## config.mk

```make
export PLATFORM = sky130hd
export DESIGN_NAME = trap_sequencer
export DESIGN_NICKNAME = d
export VERILOG_FILES = /design/src/rtl/trap_sequencer.sv
export SDC_FILE = /design/constraint.sdc
export NUM_CORES = 1
export LEC_CHECK = 0
export ABC_AREA = 1
export ABC_CLOCK_PERIOD_IN_PS = 4240
export BUFFER_PORTS_ARGS = -buffer_cell sky130_fd_sc_hd__buf_4
export CORE_UTILIZATION = 53
export CTS_CLUSTER_SIZE = 14
export DETAILED_ROUTE_END_ITERATION = 7
export PLACE_DENSITY = 0.87
export SKIP_LAST_GASP = 1
export SYNTH_ARGS = -nofsm -noshare
export SYNTH_HDL_FRONTEND = slang
export SYNTH_SLANG_ARGS = --single-unit
```

## constraint.sdc

```tcl
create_clock -name clk -period 4.24 [get_ports clk]
set_clock_uncertainty 0.1 [all_clocks]
set_input_delay 0.212 -clock clk [delete_from_list [all_inputs] [get_ports clk]]
set_output_delay 0.212 -clock clk [all_outputs]
set_load 0.05 [all_outputs]
```

## src/rtl/trap_sequencer.sv

```systemverilog
// Machine-mode trap entry / MRET sequencer. Stalls the core while it issues
// one CSR write per cycle through the CSR file's single write port, then
// pulses a PC redirect. Interrupt levels are synchronised before use.
module trap_sequencer #(
   parameter int SYNC_STAGES = 2,
   parameter bit VECTORED_EN = 1'b1
) (
   input  logic        clk,
   input  logic        rst,
   input  logic [31:0] pc_i,
   input  logic        retire_i,
   input  logic        illegal_i,
   input  logic        ecall_i,
   input  logic        mret_i,
   input  logic        irq_ext_i,
   input  logic        irq_timer_i,
   input  logic [31:0] mstatus_i,
   input  logic [31:0] mie_i,
   input  logic [31:0] mtvec_i,
   input  logic [31:0] mepc_i,
   output logic [31:0] mip_o,
   output logic        csr_we_o,
   output logic [11:0] csr_addr_o,
   output logic [31:0] csr_wdata_o,
   output logic        stall_o,
   output logic        redirect_o,
   output logic [31:0] redirect_pc_o
);

   localparam logic [11:0] ADDR_MSTATUS = 12'h300;
   localparam logic [11:0] ADDR_MEPC    = 12'h341;
   localparam logic [11:0] ADDR_MCAUSE  = 12'h342;

   typedef enum logic [2:0] {
      IDLE     = 3'd0,
      T_EPC    = 3'd1,
      T_CAUSE  = 3'd2,
      T_STATUS = 3'd3,
      T_REDIR  = 3'd4,
      R_STATUS = 3'd5,
      R_REDIR  = 3'd6
   } state_e;

   state_e                 state_q, state_d;
   logic [SYNC_STAGES-1:0] ext_sync_q, ext_sync_d;
   logic [SYNC_STAGES-1:0] tmr_sync_q, tmr_sync_d;
   logic [31:0]            cause_q, cause_d;
   logic [31:0]            epc_q, epc_d;
   logic [31:0]            mstatus_q, mstatus_d;
   logic [31:0]            mtvec_q, mtvec_d;

   logic        ext_take, tmr_take;
   logic [31:0] trap_status, mret_status, vec_off, trap_pc;

   // Only bits 7 and 11 of mie take part in the decision.
   logic unused_mie;
   assign unused_mie = ^{mie_i[31:12], mie_i[10:8], mie_i[6:0]};

   // Pending bits are the last synchroniser stage of each interrupt line.
   assign mip_o = {20'd0, ext_sync_q[SYNC_STAGES-1], 3'd0, tmr_sync_q[SYNC_STAGES-1], 7'd0};

   assign ext_take = mstatus_i[3] & mie_i[11] & mip_o[11];
   assign tmr_take = mstatus_i[3] & mie_i[7] & mip_o[7];

   // Shift the asynchronous interrupt levels through the synchroniser chain.
   always_comb begin
      ext_sync_d    = '0;
      tmr_sync_d    = '0;
      ext_sync_d[0] = irq_ext_i;
      tmr_sync_d[0] = irq_timer_i;
      for (int i = 1; i < SYNC_STAGES; i++) begin
         ext_sync_d[i] = ext_sync_q[i-1];
         tmr_sync_d[i] = tmr_sync_q[i-1];
      end
   end

   // State register plus the trap context captured at detection.
   always_ff @(posedge clk) begin
      if (rst) begin
         state_q    <= IDLE;
         ext_sync_q <= '0;
         tmr_sync_q <= '0;
         cause_q    <= '0;
         epc_q      <= '0;
         mstatus_q  <= '0;
         mtvec_q    <= '0;
      end else begin
         state_q    <= state_d;
         ext_sync_q <= ext_sync_d;
         tmr_sync_q <= tmr_sync_d;
         cause_q    <= cause_d;
         epc_q      <= epc_d;
         mstatus_q  <= mstatus_d;
         mtvec_q    <= mtvec_d;
      end
   end

   // Next state: prioritised detection at a retiring boundary, then fixed walk.
   always_comb begin
      state_d   = state_q;
      cause_d   = cause_q;
      epc_d     = epc_q;
      mstatus_d = mstatus_q;
      mtvec_d   = mtvec_q;
      case (state_q)
         IDLE: begin
            if (retire_i) begin
               if (illegal_i) begin
                  cause_d = 32'd2;
                  epc_d   = pc_i;
                  state_d = T_EPC;
               end else if (ecall_i) begin
                  cause_d = 32'd11;
                  epc_d   = pc_i;
                  state_d = T_EPC;
               end else if (ext_take) begin
                  cause_d = 32'h8000_000B;
                  epc_d   = pc_i + 32'd4;
                  state_d = T_EPC;
               end else if (tmr_take) begin
                  cause_d = 32'h8000_0007;
                  epc_d   = pc_i + 32'd4;
                  state_d = T_EPC;
               end else if (mret_i) begin
                  state_d = R_STATUS;
               end
               if (state_d == T_EPC) begin
                  mstatus_d = mstatus_i;
                  mtvec_d   = mtvec_i;
               end
            end
         end
         T_EPC:    state_d = T_CAUSE;
         T_CAUSE:  state_d = T_STATUS;
         T_STATUS: state_d = T_REDIR;
         T_REDIR:  state_d = IDLE;
         R_STATUS: state_d = R_REDIR;
         R_REDIR:  state_d = IDLE;
         default:  state_d = IDLE;
      endcase
   end

   // Outputs decoded from the current state: one CSR write or redirect per cycle.
   always_comb begin
      trap_status        = mstatus_q;
      trap_status[7]     = mstatus_q[3];
      trap_status[3]     = 1'b0;
      trap_status[12:11] = 2'b11;
      mret_status        = mstatus_i;
      mret_status[3]     = mstatus_i[7];
      mret_status[7]     = 1'b1;
      // MODE 2/3 fall back to direct; only interrupts use the vector table.
      vec_off = (VECTORED_EN && mtvec_q[1:0] == 2'b01 && cause_q[31]) ?
                {25'd0, cause_q[4:0], 2'b00} : 32'd0;
      trap_pc = {mtvec_q[31:2], 2'b00} + vec_off;

      csr_we_o      = 1'b0;
      csr_addr_o    = 12'd0;
      csr_wdata_o   = 32'd0;
      redirect_o    = 1'b0;
      redirect_pc_o = 32'd0;
      stall_o       = (state_q != IDLE);
      case (state_q)
         T_EPC: begin
            csr_we_o    = 1'b1;
            csr_addr_o  = ADDR_MEPC;
            csr_wdata_o = epc_q;
         end
         T_CAUSE: begin
            csr_we_o    = 1'b1;
            csr_addr_o  = ADDR_MCAUSE;
            csr_wdata_o = cause_q;
         end
         T_STATUS: begin
            csr_we_o    = 1'b1;
            csr_addr_o  = ADDR_MSTATUS;
            csr_wdata_o = trap_status;
         end
         T_REDIR: begin
            redirect_o    = 1'b1;
            redirect_pc_o = trap_pc;
         end
         R_STATUS: begin
            csr_we_o    = 1'b1;
            csr_addr_o  = ADDR_MSTATUS;
            csr_wdata_o = mret_status;
         end
         R_REDIR: begin
            redirect_o    = 1'b1;
            redirect_pc_o = mepc_i;
         end
         default: ;
      endcase
   end

endmodule

```

==> metrics.txt <==
Crit Path Class reg2out; DP HPWL between 10 and 15 mm; CTS root buffer clkbuf_16; post-CTS sizing 0; share of layout cells above drive strength 1 about a fifth; DR pass1 iterations 5; Initial DRC Count 598; Synth area leaders dfxtp_1 (32%), nand2_1 (15%), nor2_1 (8.3%); clk_lat worst skew between 300 and 400 ps; slowest CP cell nor3_1; Max Slew Vio Count 0; status completed; nets ~1,400; R2R depth 9; unrepaired setup endpoints after global routing false; post-CTS setup buffer count 0; CP max stage delay approximately 470 ps; diode count 0; Synth area leader dfxtp_1; area share of the largest cell type after synthesis 31.9%; CP endpoint redirect_pc_o[28]; IO Pins approximately 280; worst r2r src state_q[2]; Non-Filler Cell Area, Final 0.00838 sq mm; vias in the first global route approximately 6,500; dpl ws between 1000 and 1500 ps; routability cong. 1.01; Area Overhead vs Synth 27.3%; DRC violations left 0; Sink Count approximately 110; number of synthesized flops with an enable pin 0; drt via density 5.16; GRT Util Overall between 30% and 40%; PortBufs around 210; largest net degree at the start of global routing 87; Mapped Area about 0.0066 sq mm; cts hold-fix bufs 2; yosys warns 0; Num CTS Buffers 9; vias roughly 7,300; Rel. slew slack between 20% and 30%; CP endpoint kind output port; Routed Wire Length 19.6 mm; CP Launch Type flop; synthesized flop and latch total 105; largest fanout on the critical path 5; Min Clock Period, post-route between 3000 and 4000 ps; core area ~0.012 sq mm; Static Leak 0.00396 uW; Cell Chain, Critical Path inv_1 -> nor2_1 -> nand2_1 -> nor2_1 -> ha_1 -> fa_1 -> nand3_1 -> nand2_1 -> nand2_1 -> nor3_1 -> nand2_1 -> nand2_1 -> nand3_1 -> nand2_1 -> buf_4; VDD IR max 339 uV; Fmax achieved between 300 and 400 MHz; drt wl/cell around 14 microns; Min Hold Slack about 12 ps; Slew @ Worst Pin ~1100 ps; Final WS setup roughly 1000 ps; initial antenna violation count 0; setup TNS 0 ps; reg2reg setup slack 1570 ps; Post-Syn Instances 1,056; register area share after synthesis between 30% and 40%; Synth Flop Type dfxtp_1; setup violators final 0; syn avg cell area between 6 and 7 sq um; num rows 40; MaxCap Viol Count 0; Critical R2R Capture cause_q[3]; CTS H-tree lvls 3; min-delay worst type in2reg; Hold Fails Final Rpt 0; grt total ovfl 0; crit share post-route ~76%; Clk pin slew, worst setup/hold paths ~70 ps; Routed Antenna Nets 0; Critical Path Source cause_q[31]; CP dominant cell by count nand2_1; FFs w/ async S/R, synth 0%; CP required 3930 ps; Die Wd approximately 110 microns; Post-DP Area ~0.008 sq mm; CTS tree yes; clk buf depth 2; Power Density slightly below 400 mW/mm^2; die area 0.0129 sq mm; Yosys cell types 44; initial core utilization between 50% and 60%; first-pass GRT wire length slightly above 30 mm; Die H around 110 microns; worst path arrival time roughly 2900 ps
[final cells by class]
type	count	area, sq um
repair buffers	219	1650
clock buffers	11	243
fillers	1109	3680
well taps	168	210
multi-input cells	797	3710
inverters	103	387
clock inverters	5	78.8
flip-flops and latches	105	2100
[layout by cell type (no fill, tap or decap), types with 3 or more instances in the layout]
master / count
a211oi_1: 4
a21oi_1: 58
a31oi_1: 3
buf_4: 217
clkbuf_16: 9
conb_1: 37
dfxtp_1: 105
ha_1: 5
inv_1: 97
inv_2: 6
nand2_1: 265
nand3_1: 76
nand4_1: 15
nor2_1: 145
nor2_2: 8
nor3_1: 16
nor3_2: 4
o2111ai_1: 4
o211ai_1: 6
o21ai_0: 103
o21ai_1: 10
xnor2_1: 7
xor2_1: 8
[worst max-delay path: cells and delay by family, from the launching register on]
kind,cells,cell delay (ps)
buffers and inverters,2,260
DFF,1,310
adders and majority gates,2,450
and+or+nand+nor,11,1560
[where the power goes]
part	internal, uW	leakage, uW	switching (uW)
Clock	533	0.000159	371
Combinational	335	0.00293	765
Sequential	1150	0.000867	102
Total	2020	0.00396	1240
[cells by family (layout without fill, tap and decap cells)]
| family | Yosys count | in the layout | synth area share (%) |
|---|---|---|---|
| adder cells (fa/ha/maj) | 6 | 6 | 1.25 |
| AND/OR/NAND/NOR | 541 | 541 | 34.6 |
| AO/OA/AOI/OAI | 198 | 198 | 16.3 |
| buffers and inverters | 190 | 338 | 13.9 |
| XOR/XNOR | 15 | 15 | 2.00 |
| other | 1 | 37 | 0.0570 |
| flip-flops | 105 | 105 | 31.9 |
[per-stage QoR]
step / std cells / util [%] / power, uW
5_1_grt: 1408 / 69.5 / 3420
3_3_place_gp: 1390 / 66.6 / 2340
3_5_place_dp: 1390 / 66.6 / 2360
6_report: 1408 / 69.5 / 3260
4_1_cts: 1408 / 69.5 / 3260
2_1_floorplan: 1092 / - / 2070
[state kept, by name, indices dropped and copies added (netlist names)]
| name | count |
|---|---|
| epc_q | 32 |
| mtvec_q | 32 |
| mstatus_q | 29 |
| cause_q | 5 |
| state_q | 3 |
| ext_sync_q | 2 |
| tmr_sync_q | 2 |
[synth_stat cells, types with 2 or more instances]
cell type / count
nor2_4: 2
o21ai_0: 103
inv_2: 6
a31oi_1: 3
a22o_1: 2
inv_1: 97
nand3b_1: 2
dfxtp_1: 105
nand4_1: 15
o21ai_1: 10
xnor2_1: 7
o2111ai_1: 4
nor2_1: 146
a22oi_1: 2
o211ai_1: 6
xor2_1: 8
buf_4: 46
nor3_1: 17
nand3_1: 76
nor3_2: 3
a211oi_1: 4
a221o_1: 2
nand2_1: 265
a21oi_1: 58
clkbuf_1: 23
nor2_2: 7
ha_1: 5
buf_2: 15
nand2_2: 2
[how the worst min path moves through the flow]
stage / slack [ps] / startpoint / cells after the start / to
2_1_floorplan: 220 / irq_ext_i / 2 / ext_sync_q[0]
3_3_place_gp: 290 / ext_sync_q[0] / 2 / ext_sync_q[1]
3_5_place_dp: 290 / ext_sync_q[0] / 2 / ext_sync_q[1]
4_1_cts: 6 / mtvec_i[2] / 3 / mtvec_q[2]
5_1_grt: 10 / mtvec_i[3] / 3 / mtvec_q[3]
6_report: 10 / mtvec_i[2] / 3 / mtvec_q[2]
[per-layer routing]
metal / share of wire [%] / vias up / global-route usage (%) / wire length, microns
met2: 47 / 307 / 52.2 / 9190
met4: 3.2 / 0 / 12.5 / 622
li1: - / 3702 / - / -
met5: 0 / - / 0 / 0
met3: 6.8 / 45 / 5.69 / 1330
met1: 43 / 3208 / 37.4 / 8440
Power figures use the tool's default switching activity.
